===== src/rtl/logic_unit_pkg.sv =====
// Shared constants for the registered bitwise logic unit: op codes,
// mode codes and FSM state encodings.
package logic_unit_pkg;

    // Bitwise operation codes presented on OP.
    localparam logic [2:0] OP_AND  = 3'd0;
    localparam logic [2:0] OP_OR   = 3'd1;
    localparam logic [2:0] OP_NOT  = 3'd2;
    localparam logic [2:0] OP_NAND = 3'd3;
    localparam logic [2:0] OP_NOR  = 3'd4;
    localparam logic [2:0] OP_XOR  = 3'd5;
    localparam logic [2:0] OP_XNOR = 3'd6;
    localparam logic [2:0] OP_PASS = 3'd7;

    // Operating modes presented on MODE.
    localparam logic MODE_ELEM   = 1'b0;
    localparam logic MODE_REDUCE = 1'b1;

    // Packet FSM states.
    localparam logic [0:0] ST_IDLE  = 1'b0;
    localparam logic [0:0] ST_ACCUM = 1'b1;

endpackage


===== src/rtl/logic_op_core.sv =====
// Combinational bitwise operator: res = x op b. The first operand is A on
// the first beat of a packet and the running accumulator afterwards.
module logic_op_core
    import logic_unit_pkg::*;
#(
    parameter int WIDTH = 8
) (
    input  logic [WIDTH-1:0] x,
    input  logic [WIDTH-1:0] b,
    input  logic [2:0]       op,
    output logic [WIDTH-1:0] res
);

    // Select one of the eight bitwise functions.
    always_comb begin
        res = x;
        case (op)
            OP_AND:  res = x & b;
            OP_OR:   res = x | b;
            OP_NOT:  res = ~x;
            OP_NAND: res = ~(x & b);
            OP_NOR:  res = ~(x | b);
            OP_XOR:  res = x ^ b;
            OP_XNOR: res = ~(x ^ b);
            OP_PASS: res = x;
            default: res = x;
        endcase
    end

endmodule


===== src/rtl/logic_unit_pipe.sv =====
// Registered bitwise logic unit with valid/ready streams on both sides.
// Element-wise mode produces one result per beat; reduce mode folds a
// multi-beat packet (terminated by LAST) into a single result.
//
// Handshake: a beat transfers on a cycle where IN_VALID && IN_READY; a
// result transfers on a cycle where OUT_VALID && OUT_READY. IN_READY is
// !OUT_VALID || OUT_READY, so a draining result and a new beat may share a
// cycle with no bubble. Output fields hold while OUT_VALID && !OUT_READY.
module logic_unit_pipe
    import logic_unit_pkg::*;
#(
    parameter int WIDTH = 8,
    parameter int CNT_W = 8
) (
    input  logic             CLK,
    input  logic             RST_N,
    input  logic             IN_VALID,
    output logic             IN_READY,
    input  logic [WIDTH-1:0] A,
    input  logic [WIDTH-1:0] B,
    input  logic [2:0]       OP,
    input  logic             MODE,
    input  logic             LAST,
    output logic             OUT_VALID,
    input  logic             OUT_READY,
    output logic [WIDTH-1:0] Y,
    output logic             Y_ZERO,
    output logic             Y_PAR,
    output logic [CNT_W-1:0] BEATS,
    output logic [0:0]       dbg_state
);

    logic [0:0]       state;
    logic [0:0]       state_next;
    logic [WIDTH-1:0] acc;
    logic [2:0]       pkt_op;
    logic [CNT_W-1:0] cnt;
    logic [CNT_W-1:0] cnt_next;
    logic [WIDTH-1:0] x_sel;
    logic [2:0]       op_sel;
    logic [WIDTH-1:0] op_res;
    logic             in_fire;
    logic             out_fire;
    logic             emit;

    assign IN_READY  = !OUT_VALID || OUT_READY;
    assign in_fire   = IN_VALID && IN_READY;
    assign out_fire  = OUT_VALID && OUT_READY;
    assign dbg_state = state;

    // Operand steering: first beat uses A and the live OP, later beats use
    // the accumulator and the op latched at packet start.
    always_comb begin
        x_sel  = A;
        op_sel = OP;
        if (state == ST_ACCUM) begin
            x_sel  = acc;
            op_sel = pkt_op;
        end
    end

    logic_op_core #(
        .WIDTH (WIDTH)
    ) u_core (
        .x   (x_sel),
        .b   (B),
        .op  (op_sel),
        .res (op_res)
    );

    // Beat count for the value being formed; saturates at all-ones.
    always_comb begin
        cnt_next = CNT_W'(1);
        if (state == ST_ACCUM) begin
            cnt_next = (cnt == {CNT_W{1'b1}}) ? cnt : cnt + CNT_W'(1);
        end
    end

    // Decide whether the accepted beat produces an output and where the FSM goes.
    always_comb begin
        emit       = 1'b0;
        state_next = state;
        if (in_fire) begin
            if (state == ST_IDLE) begin
                if (MODE == MODE_ELEM || LAST) begin
                    emit = 1'b1;
                end else begin
                    state_next = ST_ACCUM;
                end
            end else if (LAST) begin
                emit       = 1'b1;
                state_next = ST_IDLE;
            end
        end
    end

    // Packet state: FSM, accumulator, beat counter and latched op.
    always_ff @(posedge CLK or negedge RST_N) begin
        if (!RST_N) begin
            state  <= ST_IDLE;
            acc    <= '0;
            cnt    <= '0;
            pkt_op <= OP_AND;
        end else begin
            state <= state_next;
            if (in_fire && (state == ST_ACCUM || MODE == MODE_REDUCE)) begin
                acc <= op_res;
                cnt <= cnt_next;
            end
            if (in_fire && state == ST_IDLE) begin
                pkt_op <= OP;
            end
        end
    end

    // Output register: loads on emit, clears valid when drained, else holds.
    always_ff @(posedge CLK or negedge RST_N) begin
        if (!RST_N) begin
            OUT_VALID <= 1'b0;
            Y         <= '0;
            Y_ZERO    <= 1'b1;
            Y_PAR     <= 1'b0;
            BEATS     <= '0;
        end else if (emit) begin
            OUT_VALID <= 1'b1;
            Y         <= op_res;
            Y_ZERO    <= (op_res == '0);
            Y_PAR     <= ^op_res;
            BEATS     <= cnt_next;
        end else if (out_fire) begin
            OUT_VALID <= 1'b0;
        end
    end

endmodule


===== config.mk =====
export PLATFORM = sky130hd
export DESIGN_NAME = logic_unit_pipe
export DESIGN_NICKNAME = d
export VERILOG_FILES = /design/src/rtl/logic_unit_pkg.sv /design/src/rtl/logic_op_core.sv /design/src/rtl/logic_unit_pipe.sv
export SDC_FILE = /design/constraint.sdc
export NUM_CORES = 1
export LEC_CHECK = 0
export CAP_MARGIN = 10
export CORE_MARGIN = 8
export CORE_UTILIZATION = 37
export CTS_BUF_LIST = sky130_fd_sc_hd__clkbuf_4 sky130_fd_sc_hd__clkbuf_8
export CTS_CLUSTER_SIZE = 16
export DETAILED_ROUTE_END_ITERATION = 7
export SETUP_SLACK_MARGIN = 0.1
export SLEW_MARGIN = 10
export SYNTH_ARGS = -nofsm -noshare
export SYNTH_HDL_FRONTEND = slang
export SYNTH_HIERARCHICAL = 1
export SYNTH_SLANG_ARGS = --single-unit

===== constraint.sdc =====
create_clock -name CLK -period 3.4 [get_ports CLK]
set_input_delay 0.34 -clock CLK [delete_from_list [all_inputs] [get_ports CLK]]
set_output_delay 0.34 -clock CLK [all_outputs]
set_load 0.01 [all_outputs]

After elaboration in Yosys (flattened, before gate mapping)
Cells that the tools add are included.
- bits in registers: 39
- logic and storage cells: 53
- $add $sub $neg: 1
- eq/ne operators: 8
- multiplexer cells: 14
- bitwise gates (word level): 9
- reductions and logical operators: 12
- operators with widths (cell ; count):
    $pmux W8 S8 ; 1
    $not A8 Y8 ; 4
    $mux W8 ; 3
    $eq A3 B3 Y1 const B ; 4
    $mux W1 ; 9
    $add A8 B1 Y8 const B ; 1
    $and A8 B8 Y8 ; 1
    $eq A8 B8 Y1 const B ; 1
    $logic_not A8 Y1 ; 1
    $or A8 B8 Y8 ; 1
    $reduce_xor A8 Y1 ; 1
    $xor A8 B8 Y8 ; 1
    $eq A3 B2 Y1 const B ; 2
    $logic_and A1 B1 Y1 ; 4
    $eq A3 B1 Y1 const B ; 1
    $logic_not A3 Y1 ; 1
    $logic_or A1 B1 Y1 ; 3
    $mux W3 ; 1
    $not A1 Y1 ; 2
    $reduce_bool A2 Y1 ; 1
    $logic_not A1 Y1 ; 1

Logic depth before layout (Yosys ltp)
Gate-level depths: netlist of run 1.
- depth after elaboration: 6
- depth in mapped cells: 13
- mapped depth without buffers: 12

Hierarchy
Netlist of run 1, hierarchy kept.
- modules (own cells, without submodules) (module ; instances ; cells each ; area each (µm²) ; sequential area each (µm²)):
    logic_unit_pipe ; 1 ; 193 ; 1953.1 ; 977.2
    logic_op_core ; 1 ; 109 ; 910.9 ; 0.0

Worst setup path after synthesis of run 1
OpenSTA, ideal clock, no wires.
- path type: register to register
- start: reg state, in the netlist dbg_state
- end: reg Y_PAR
- library setup time: 0.128 ns
- data arrival time: 2.723 ns
- required time: 3.272 ns
- setup slack: 0.549 ns
- stages on the path, launching flop included: 12
- path buffers: 1
- path through: dfrtp_1 -> buf_2 -> mux2_2 -> inv_1 -> ha_1 -> mux2_4 -> mux4_2 -> inv_1 -> ha_1 -> xnor2_1 -> xnor2_1 -> o21ai_0
- cells in the longest elaborated chain, start to end: 5
- elaborated cells between the ends (all ways): 21
- those cells by class: 7 x eq/ne; 5 x mux; 7 x bitwise; 2 x reduce/logical
- RTL lines (what ; line ; RTL):
    from (decl) ; logic_unit_pipe.sv:33 ; logic [0:0] state;
    from (signal assigned) ; logic_unit_pipe.sv:105 ; state <= state_next;
    $mux W8 * ; logic_unit_pipe.sv:56 ; if (state == ST_ACCUM) begin
    named net x_sel[6] ; logic_unit_pipe.sv:39 ; logic [WIDTH-1:0] x_sel;
    $xor A8 B8 Y8 (tied with other cells) ; logic_op_core.sv:23, logic_op_core.sv:24 ;
    $not A8 Y8, on equally long branches ; logic_op_core.sv:24, logic_op_core.sv:21, logic_op_core.sv:22 ;
    $pmux W8 S8 * ; logic_op_core.sv:17 ; case (op)
    named net op_res[6] ; logic_unit_pipe.sv:41 ; logic [WIDTH-1:0] op_res;
    $reduce_xor A8 Y1 * ; logic_unit_pipe.sv:128 ; Y_PAR <= ^op_res;
    to (signal assigned) ; logic_unit_pipe.sv:128 ;
    to (decl) ; logic_unit_pipe.sv:28 ; output logic Y_PAR,
The timed path passes the listed nets; every way through them passes the cells marked *.
A chain may end at the register's enable or synchronous reset.

Worst setup path in the final report of run 1
Ends and elaborated chain as after synthesis.

==> metrics.txt, run 1 <==
ANT nets after route=0; grt ovf=0; CP peak stage delay=0.55 ns; Top delay family on crit path=compound AO/OA/AOI/OAI gates; final-report setup violation count=0; PostCTS Resize Cnt=0; largest family of logic cells by synthesized area=multiplexers; # Post-CTS Setup Buffers=0; xor/xnor share of the synthesized area=1.53%; Area Overhead vs Synth=20.7%; ANT cells=0; Yosys warnings=6; Final Power=2380 uW; share of layout cells above drive strength 1=14.2%; CTS Buf Count=5; Die ar.=0.0108 mm^2; crit path time final=3.02 ns; routed length per instance=13.5 um; mux contribution to synthesized area=19.8%; final hold vios=0; Synth cell types=47; clock-pin slew on the worst setup and hold paths=0.07 ns; RSZ-0062 raised after global routing=false; Fmax=331 MHz; status=finished clean; slowest stage cell, crit path=dfrtp_1; Initial Utilization=37.6%; EDFF count, synth=0; Ports=46; Layout Nets=390; Startpoint Class=flip-flop; CTS tree=yes; Residual DRC=0; core area=0.00761 mm^2; Clock Skews=0.00927 ns; TritonRoute pass-1 iters=4; Synth Area in Compound Gates=13.5%; Total GRT Usage=11.5%; Slew Viols, Final=0; Worst VDD drop=212 uV; final wirelength=6.04 mm; Netlist Area Pre-Place=0.00286 mm^2; vias in the first global route=2200; Clock Tree Buf Depth=2; largest net degree at the start of global routing=40; #FFs+latches synth=39; Hold Crit Class=in -> async; initial antenna violation count=0; critical path arrival=3.19 ns; WP data required=3.57 ns; vias=2160; critical path, cell by cell=buf_4 > mux2_2 > inv_1 > ha_1 > o32ai_1 > o21ai_0 > o21ai_1 > inv_1 > ha_1 > xnor2_1 > xnor2_1 > o21ai_0; H-tree depth=2; IO buf count=45; Max FO, Critical Path=18; leakage power=0.00162 uW; post-synthesis adder-cell area fraction=9.17%; # clock sinks=39; CP bufs+invs=3; Synth Flop Type=dfrtp_1; DR iter-0 viols=72; Skew-Pair Late Insertion Delay=0.29 ns; setup tns final=0 ns; CP Capture Type=flip-flop; Pwr Density=688 mW/mm^2; dpl hpwl=4.81 mm; commonest non-fill, non-tap cell in the layout=clkdlybuf4s50_1; Final period util=88.9%; area of the multi-input gates=0.00165 mm^2; cts hold-fix bufs=0; Reg area=977 um^2; worst-margin pin slew=0.845 ns; Max Cap Viol=0; first-pass GRT wire length=10.5 mm; Post-synth ARST share=100%; Die Y=104 um; max_slew headroom=43.7%; Syn Nets=348; Root Driver=clkbuf_8; Crit Path Class=reg -> reg; Post-Synth Simple-Gate Area=13.7%; cell count after synthesis=302; Filler Cells Inserted=736; row count=32; overall die width=104 um; commonest non-fill, non-tap cells in the layout=clkdlybuf4s50_1 (44), dfrtp_1 (38), inv_1 (35), nand2_1 (35), o21ai_0 (33); routability cong.=0.770; register area share after synthesis=34.1%; DR vias/cell=4.83; Post-Syn Area per Cell=9.48 um^2
final cells by class:
type                       count  area share, %
sequential                    39           28.3
inverter                      35           3.80
clock buffer                   8           2.64
multi-input combinational    214           47.8
timing repair buffer          49           13.8
tap                          102           3.69
worst reg2reg max path, delay by kind of cell, from the launching register on:
| kind | cells | cell delay [ns] |
|---|---|---|
| compound gates | 4 | 0.60 |
| xor+xnor | 2 | 0.32 |
| fa+ha+maj | 2 | 0.56 |
| buf+inv | 3 | 0.48 |
| flops | 1 | 0.55 |
| mux | 1 | 0.40 |
synthesized netlist by cell type (5+ instances only):
| library cell | count | share of area (%) |
|---|---|---|
| nor3_1 | 5 | 0.87 |
| inv_1 | 35 | 4.6 |
| dfrtp_1 | 38 | 33 |
| nor2_1 | 11 | 1.4 |
| nand3_1 | 9 | 1.6 |
| buf_2 | 8 | 1.4 |
| mux2_4 | 5 | 2.6 |
| mux4_2 | 5 | 3.9 |
| mux2_2 | 16 | 6.3 |
| o21ai_0 | 33 | 5.8 |
| mux2i_1 | 20 | 7.0 |
| ha_1 | 21 | 9.2 |
| nand2_1 | 35 | 4.6 |
| a21oi_1 | 8 | 1.4 |
| xnor2_1 | 5 | 1.5 |
stage by stage:
stage	area [um^2]	setup WS [ns]	util [%]	std cells	hold slack [ns]
after floorplan	2860	0.549	-	302	0.0444
after global placement	3360	0.228	44.1	438	0.462
after detailed placement	3360	0.153	44.1	438	0.469
after CTS	3450	0.326	45.3	446	0.185
after global routing	3460	0.159	45.4	447	0.236
final	3460	0.379	45.4	447	0.148
registers in the layout, summed over array words and instances (netlist names):
signal and flops:
Y 8, Y_PAR 1, Y_ZERO 1, pkt_op 3, dbg_state 1, acc 8
BEATS 8, cnt 8, OUT_VALID 1
path summary, 6_finish.rpt:
path                                 from  endpoint  slack (ns)  cells past startpoint
worst max-delay path            dbg_state     Y_PAR        0.38                     12
worst min-delay path                RST_N  BEATS[2]        0.15                      1
worst max register to register  dbg_state     Y_PAR        0.38                     12
worst min register to register   BEATS[1]  BEATS[1]        0.48                      2
max in group asynchronous           RST_N    acc[1]        2.71                      1
min in group CLK                 BEATS[1]  BEATS[1]        0.48                      2
metal layers:
| metal | GRT usage, % | routed length [um] | vias to the layer above |
|---|---|---|---|
| met5 | 0 | 0 | - |
| met2 | 19.4 | 2900 | 43 |
| met1 | 14.2 | 2800 | 989 |
| met3 | 3.04 | 287 | 4 |
| li1 | - | - | 1124 |
| met4 | 2.48 | 51 | 0 |
power by group:
part | total (uW) | switching (uW) | internal, uW
clock network | 319 | 150 | 170
registers | 744 | 127 | 617
logic | 1310 | 621 | 693
total | 2380 | 898 | 1480
cells by family (layout without fill, tap and decap cells):
group / after synthesis / count (layout)
buffers and inverters: 49 / 92
adders and majority gates: 21 / 21
muxes: 46 / 46
xor gates and xnor gates: 5 / 5
DFF: 39 / 39
AOI/OAI and AO/OA: 64 / 64
and+or+nand+nor: 78 / 78
Power figures use the tool's default switching activity.
==> run 2: changes to the inputs <==
--- a/config.mk
+++ b/config.mk
@@ -5,14 +5,12 @@
 export SDC_FILE = /design/constraint.sdc
 export NUM_CORES = 1
 export LEC_CHECK = 0
-export CAP_MARGIN = 10
 export CORE_MARGIN = 8
 export CORE_UTILIZATION = 37
 export CTS_BUF_LIST = sky130_fd_sc_hd__clkbuf_4 sky130_fd_sc_hd__clkbuf_8
 export CTS_CLUSTER_SIZE = 16
 export DETAILED_ROUTE_END_ITERATION = 7
 export SETUP_SLACK_MARGIN = 0.1
-export SLEW_MARGIN = 10
 export SYNTH_ARGS = -nofsm -noshare
 export SYNTH_HDL_FRONTEND = slang
 export SYNTH_HIERARCHICAL = 1
==> metrics.txt, run 2 (synthesis results as in run 1) <==
CTS Buf Count=5 (unchanged); Final period util=88.9% (about the same); WP data required=3.57 ns (about the same); routability cong.=0.770 (unchanged); final wirelength=6.05 mm (+0.13%); max_slew headroom=25.8% (-18 points); status=finished clean; Ports=46 (unchanged); Worst VDD drop=212 uV (about the same); Slew Viols, Final=0 (unchanged); CP Capture Type=flip-flop; largest net degree at the start of global routing=40 (unchanged); Clock Tree Buf Depth=2 (unchanged); Fmax=331 MHz (about the same); Crit Path Class=reg -> reg; row count=32 (unchanged); commonest non-fill, non-tap cells in the layout=clkdlybuf4s50_1 (44), dfrtp_1 (38), inv_1 (35), nand2_1 (35), o21ai_0 (33); share of layout cells above drive strength 1=14.0% (-0.25 points); vias=2162 (+0.093%); Hold Crit Class=in -> async; worst-margin pin slew=1.11 ns (+0.263 ns); critical path arrival=3.19 ns (about the same); # clock sinks=39 (unchanged); # Post-CTS Setup Buffers=0 (unchanged); setup tns final=0 ns (unchanged); CTS tree=yes; Residual DRC=0 (unchanged); Die ar.=0.0108 mm^2 (unchanged); Max Cap Viol=0 (unchanged); TritonRoute pass-1 iters=4 (unchanged); Initial Utilization=37.6% (unchanged); clock-pin slew on the worst setup and hold paths=0.07 ns (about the same); first-pass GRT wire length=10.5 mm (unchanged); RSZ-0062 raised after global routing=false; DR vias/cell=4.85 (+0.32%); vias in the first global route=2200 (unchanged); ANT nets after route=0 (unchanged); IO buf count=45 (unchanged); DR iter-0 viols=65 (-9.7%); dpl hpwl=4.81 mm (unchanged); critical path, cell by cell=mux2_2 > buf_4 > mux2_2 > nand2_1 > o21ai_0 > o21ai_1 > inv_1 > ha_1 > xnor2_1 > xnor2_1 > o21ai_0; Pwr Density=689 mW/mm^2 (+0.20%); leakage power=0.00161 uW (-0.28%); H-tree depth=2 (unchanged); routed length per instance=13.6 um (+0.36%); Max FO, Critical Path=23 (+5); Top delay family on crit path=multiplexers; Clock Skews=0.00829 ns (-0.000977 ns); Total GRT Usage=11.5% (unchanged); CP bufs+invs=2 (-1); Die Y=104 um (unchanged); Layout Nets=389 (-0.26%); final hold vios=0 (unchanged); CP peak stage delay=0.68 ns (+0.13 ns); Startpoint Class=flip-flop; slowest stage cell, crit path=mux2_2; crit path time final=3.02 ns (-0.000198 ns); overall die width=104 um (unchanged); final-report setup violation count=0 (unchanged); Root Driver=clkbuf_8; core area=0.00761 mm^2 (unchanged); commonest non-fill, non-tap cell in the layout=clkdlybuf4s50_1; Area Overhead vs Synth=20.4%; Skew-Pair Late Insertion Delay=0.29 ns (about the same); grt ovf=0 (unchanged); PostCTS Resize Cnt=0 (unchanged); initial antenna violation count=0 (unchanged); Final Power=2380 uW (about the same); ANT cells=0 (unchanged); cts hold-fix bufs=0 (unchanged)
[run 2: changes by cell type in the layout (fill, tap and decap cells not counted), sizes merged]
cell  change
buf       -1
[run 2: cell type report]
type | count | area, um^2
fillers | 736 | 4160
multi-input cells | 214 | 1650
flip-flops and latches | 39 | 977
repair buffers | 48 | 468
inverters | 35 | 131
well taps | 102 | 128
clock buffers | 8 | 91.3
[run 2: metal layers]
metal  GRT usage (%)  share of wire [%]  up-vias
li1                -                  -     1124
met2            19.4                 48       40
met3            3.04                4.3        4
met4            2.48               0.84        0
met5               0                  0        -
met1            14.2                 47      994
[run 2: power by group]
part	internal (uW)	switching, uW	total [uW]
sequential	617	127	745
combinational	692	621	1310
clock	170	150	319
[run 2: worst paths after layout]
| path | from | endpoint | slack (ns) | cells after the start |
|---|---|---|---|---|
| hold reg to reg | BEATS[1] | BEATS[1] | 0.48 | 2 |
| min in group CLK | BEATS[1] | BEATS[1] | 0.48 | 2 |
| setup / recovery | dbg_state | Y_PAR | 0.38 | 11 |
| max in group asynchronous | RST_N | acc[1] | 2.71 | 1 |
| hold / removal | RST_N | BEATS[2] | 0.15 | 1 |
| setup reg to reg | dbg_state | Y_PAR | 0.38 | 11 |
[run 2: metrics by stage]
| stage | instances | util [%] | hold slack [ns] | setup WS (ns) | area [um^2] |
|---|---|---|---|---|---|
| final | 446 | 45.3 | 0.149 | 0.379 | 3450 |
| after global routing | 446 | 45.3 | 0.236 | 0.159 | 3450 |
| after CTS | 446 | 45.3 | 0.185 | 0.326 | 3450 |
| after detailed placement | 438 | 44.1 | 0.469 | 0.153 | 3360 |
| after global placement | 438 | 44.1 | 0.462 | 0.228 | 3360 |
| after floorplan | 302 | - | 0.0444 | 0.549 | 2860 |
==> run 3: changes to the inputs <==
--- a/config.mk
+++ b/config.mk
@@ -5,11 +5,14 @@
 export SDC_FILE = /design/constraint.sdc
 export NUM_CORES = 1
 export LEC_CHECK = 0
+export CAP_MARGIN = 25
+export CORE_ASPECT_RATIO = 0.7
 export CORE_MARGIN = 8
-export CORE_UTILIZATION = 37
+export CORE_UTILIZATION = 53
 export CTS_BUF_LIST = sky130_fd_sc_hd__clkbuf_4 sky130_fd_sc_hd__clkbuf_8
 export CTS_CLUSTER_SIZE = 16
 export DETAILED_ROUTE_END_ITERATION = 7
+export PLACE_DENSITY = 0.79
 export SETUP_SLACK_MARGIN = 0.1
 export SYNTH_ARGS = -nofsm -noshare
 export SYNTH_HDL_FRONTEND = slang
==> metrics.txt, run 3 (synthesis results as in run 1) <==
status=finished clean; first-pass GRT wire length=10.7 mm (+2.2%); PostCTS Resize Cnt=0 (unchanged); hold slack=0.151 ns (+0.00148 ns); ANT nets after route=0 (unchanged); CTS tree=yes; dpl hpwl=4.77 mm (-0.70%); Ports=46 (unchanged); Top delay family on crit path=flip-flops; CP Capture Type=flip-flop; final-report setup violation count=0 (unchanged); # Post-CTS Setup Buffers=0 (unchanged); Startpoint Class=flip-flop; H-tree depth=2 (unchanged); worst-margin pin slew=0.840 ns (-0.269 ns); number of cells on the critical path=11 (unchanged); RSZ-0062 raised after global routing=false; CTS Buf Count=5 (unchanged); Layout Nets=393 (+1.0%); met1 wire length=3.12 mm (+10%); Die ar.=0.00805 mm^2 (-26%); Hold Crit Class=in -> async; Max Cap Viol=0 (unchanged); routed length per instance=14.7 um (+8.0%); slowest stage cell, crit path=dfrtp_1; CP bufs+invs=3 (+1); final hold vios=0 (unchanged); reg2reg path depth=11 (unchanged); routed wl met3=321 um (+23%); leakage power=0.00163 uW (+0.87%); TritonRoute pass-1 iters=4 (unchanged); max_slew headroom=44.0% (+18 points); Crit Path Class=reg -> reg; crit path launch=dbg_state; ANT cells=0 (unchanged); vias in the first global route=2281 (+3.7%); row count=22 (-31%); commonest non-fill, non-tap cell in the layout=clkdlybuf4s50_1; commonest non-fill, non-tap cells in the layout=clkdlybuf4s50_1 (44), dfrtp_1 (38), inv_1 (35), nand2_1 (35), o21ai_0 (33); overall die width=104 um (-0.12%); DR vias/cell=5.42 (+12%); critical path arrival=3.23 ns (+0.04 ns); Final period util=90.1% (+1.2 points); Max Used Layer=met4; Fmax=326 MHz (-1.4%); WP data required=3.57 ns (about the same); Worst VDD drop=371 uV (+75%); Total GRT Usage=15.7% (+4.2 points); cts hold-fix bufs=0 (unchanged); core area=0.00523 mm^2 (-31%); share of layout cells above drive strength 1=14.9% (+0.99 points); Die Y=77.5 um (-25%); CP peak stage delay=0.64 ns (-0.04 ns); routability cong.=0.870 (+13%); Clock Tree Buf Depth=2 (unchanged); Critical R2R Launch=dbg_state; final wirelength=6.15 mm (+1.7%); Pwr Density=700 mW/mm^2 (+1.5%); Slew Viols, Final=0 (unchanged); grt ovf=0 (unchanged); vias=2276 (+5.3%); clock-pin slew on the worst setup and hold paths=0.08 ns (about the same); Area Overhead vs Synth=20.1%; Max FO, Critical Path=20 (-13%); DR iter-0 viols=172 (+160%); Skew-Pair Late Insertion Delay=0.29 ns (about the same); setup tns final=0 ns (unchanged); critical path, cell by cell=mux2_2 > buf_4 > buf_4 > o32ai_1 > o21ai_0 > o21ai_1 > inv_1 > ha_1 > xnor2_1 > xnor2_1 > o21ai_0; Initial Utilization=54.8% (+17 points); # clock sinks=39 (unchanged); met2 WL post-DR=2.65 mm (-8.7%); final core occ=65.8% (+20 points); Place WS=0.285 ns (+0.133 ns); IO buf count=45 (unchanged); initial antenna violation count=0 (unchanged); crit path time final=3.06 ns (+0.0420 ns); largest net degree at the start of global routing=40 (unchanged); Clock Skews=0.00686 ns (-0.00143 ns); Residual DRC=0 (unchanged); Root Driver=clkbuf_8; fin worst setup slack=0.337 ns (-0.0420 ns)
==> run 3: cell types whose count changed in the layout (fill, tap and decap cells not counted), sizes merged <==
cell,before,now
clkinvlp,0,1
buf,4,8
clkbuf,8,6
clkinv,0,1
==> run 3: layout make-up <==
class,instances,area [um^2]
clock buffers,6,76.3
clock inverters,2,12.5
fillers,437,1790
inverters,35,131
multi-input cells,214,1650
flip-flops and latches,39,977
well taps,72,90.1
repair buffers,52,498
==> run 3: layer usage <==
layer | vias up | GRT usage, %
met5 | - | 0
met4 | 0 | 4.32
met3 | 5 | 3.22
met2 | 60 | 23.2
met1 | 1076 | 22.5
li1 | 1135 | -
==> run 3: worst paths after layout <==
path                             to  slack [ns]
min in group CLK           BEATS[3]        0.48
max reg2reg                   Y_PAR        0.34
min                        BEATS[0]        0.15
max in group asynchronous      Y[3]        2.72
min reg2reg                BEATS[3]        0.48
max                           Y_PAR        0.34
==> run 3: report_power, final <==
group          switching, uW  leakage [uW]  total [uW]  internal (uW)
registers                126      0.000493         743            617
clock network            159     0.0000446         310            151
logic                    648       0.00109        1350            705
total                    933       0.00163        2410           1470
==> run 3: stage by stage <==
stage | instance area, um^2 | instances | power (uW)
floorplan | 2860 | 302 | 1710
global route | 3440 | 420 | 2610
detailed placement | 3350 | 412 | 2100
CTS | 3440 | 420 | 2420
finish | 3440 | 420 | 2410
global placement | 3350 | 412 | 2060
==> run 3: worst reg2reg max path, cell delays in order (launching register included) <==
cell	delay, ns
dfrtp_1	0.64
mux2_2	0.62
buf_4	0.25
buf_4	0.16
o32ai_1	0.27
o21ai_0	0.13
o21ai_1	0.09
inv_1	0.09
ha_1	0.30
xnor2_1	0.19
xnor2_1	0.13
o21ai_0	0.08
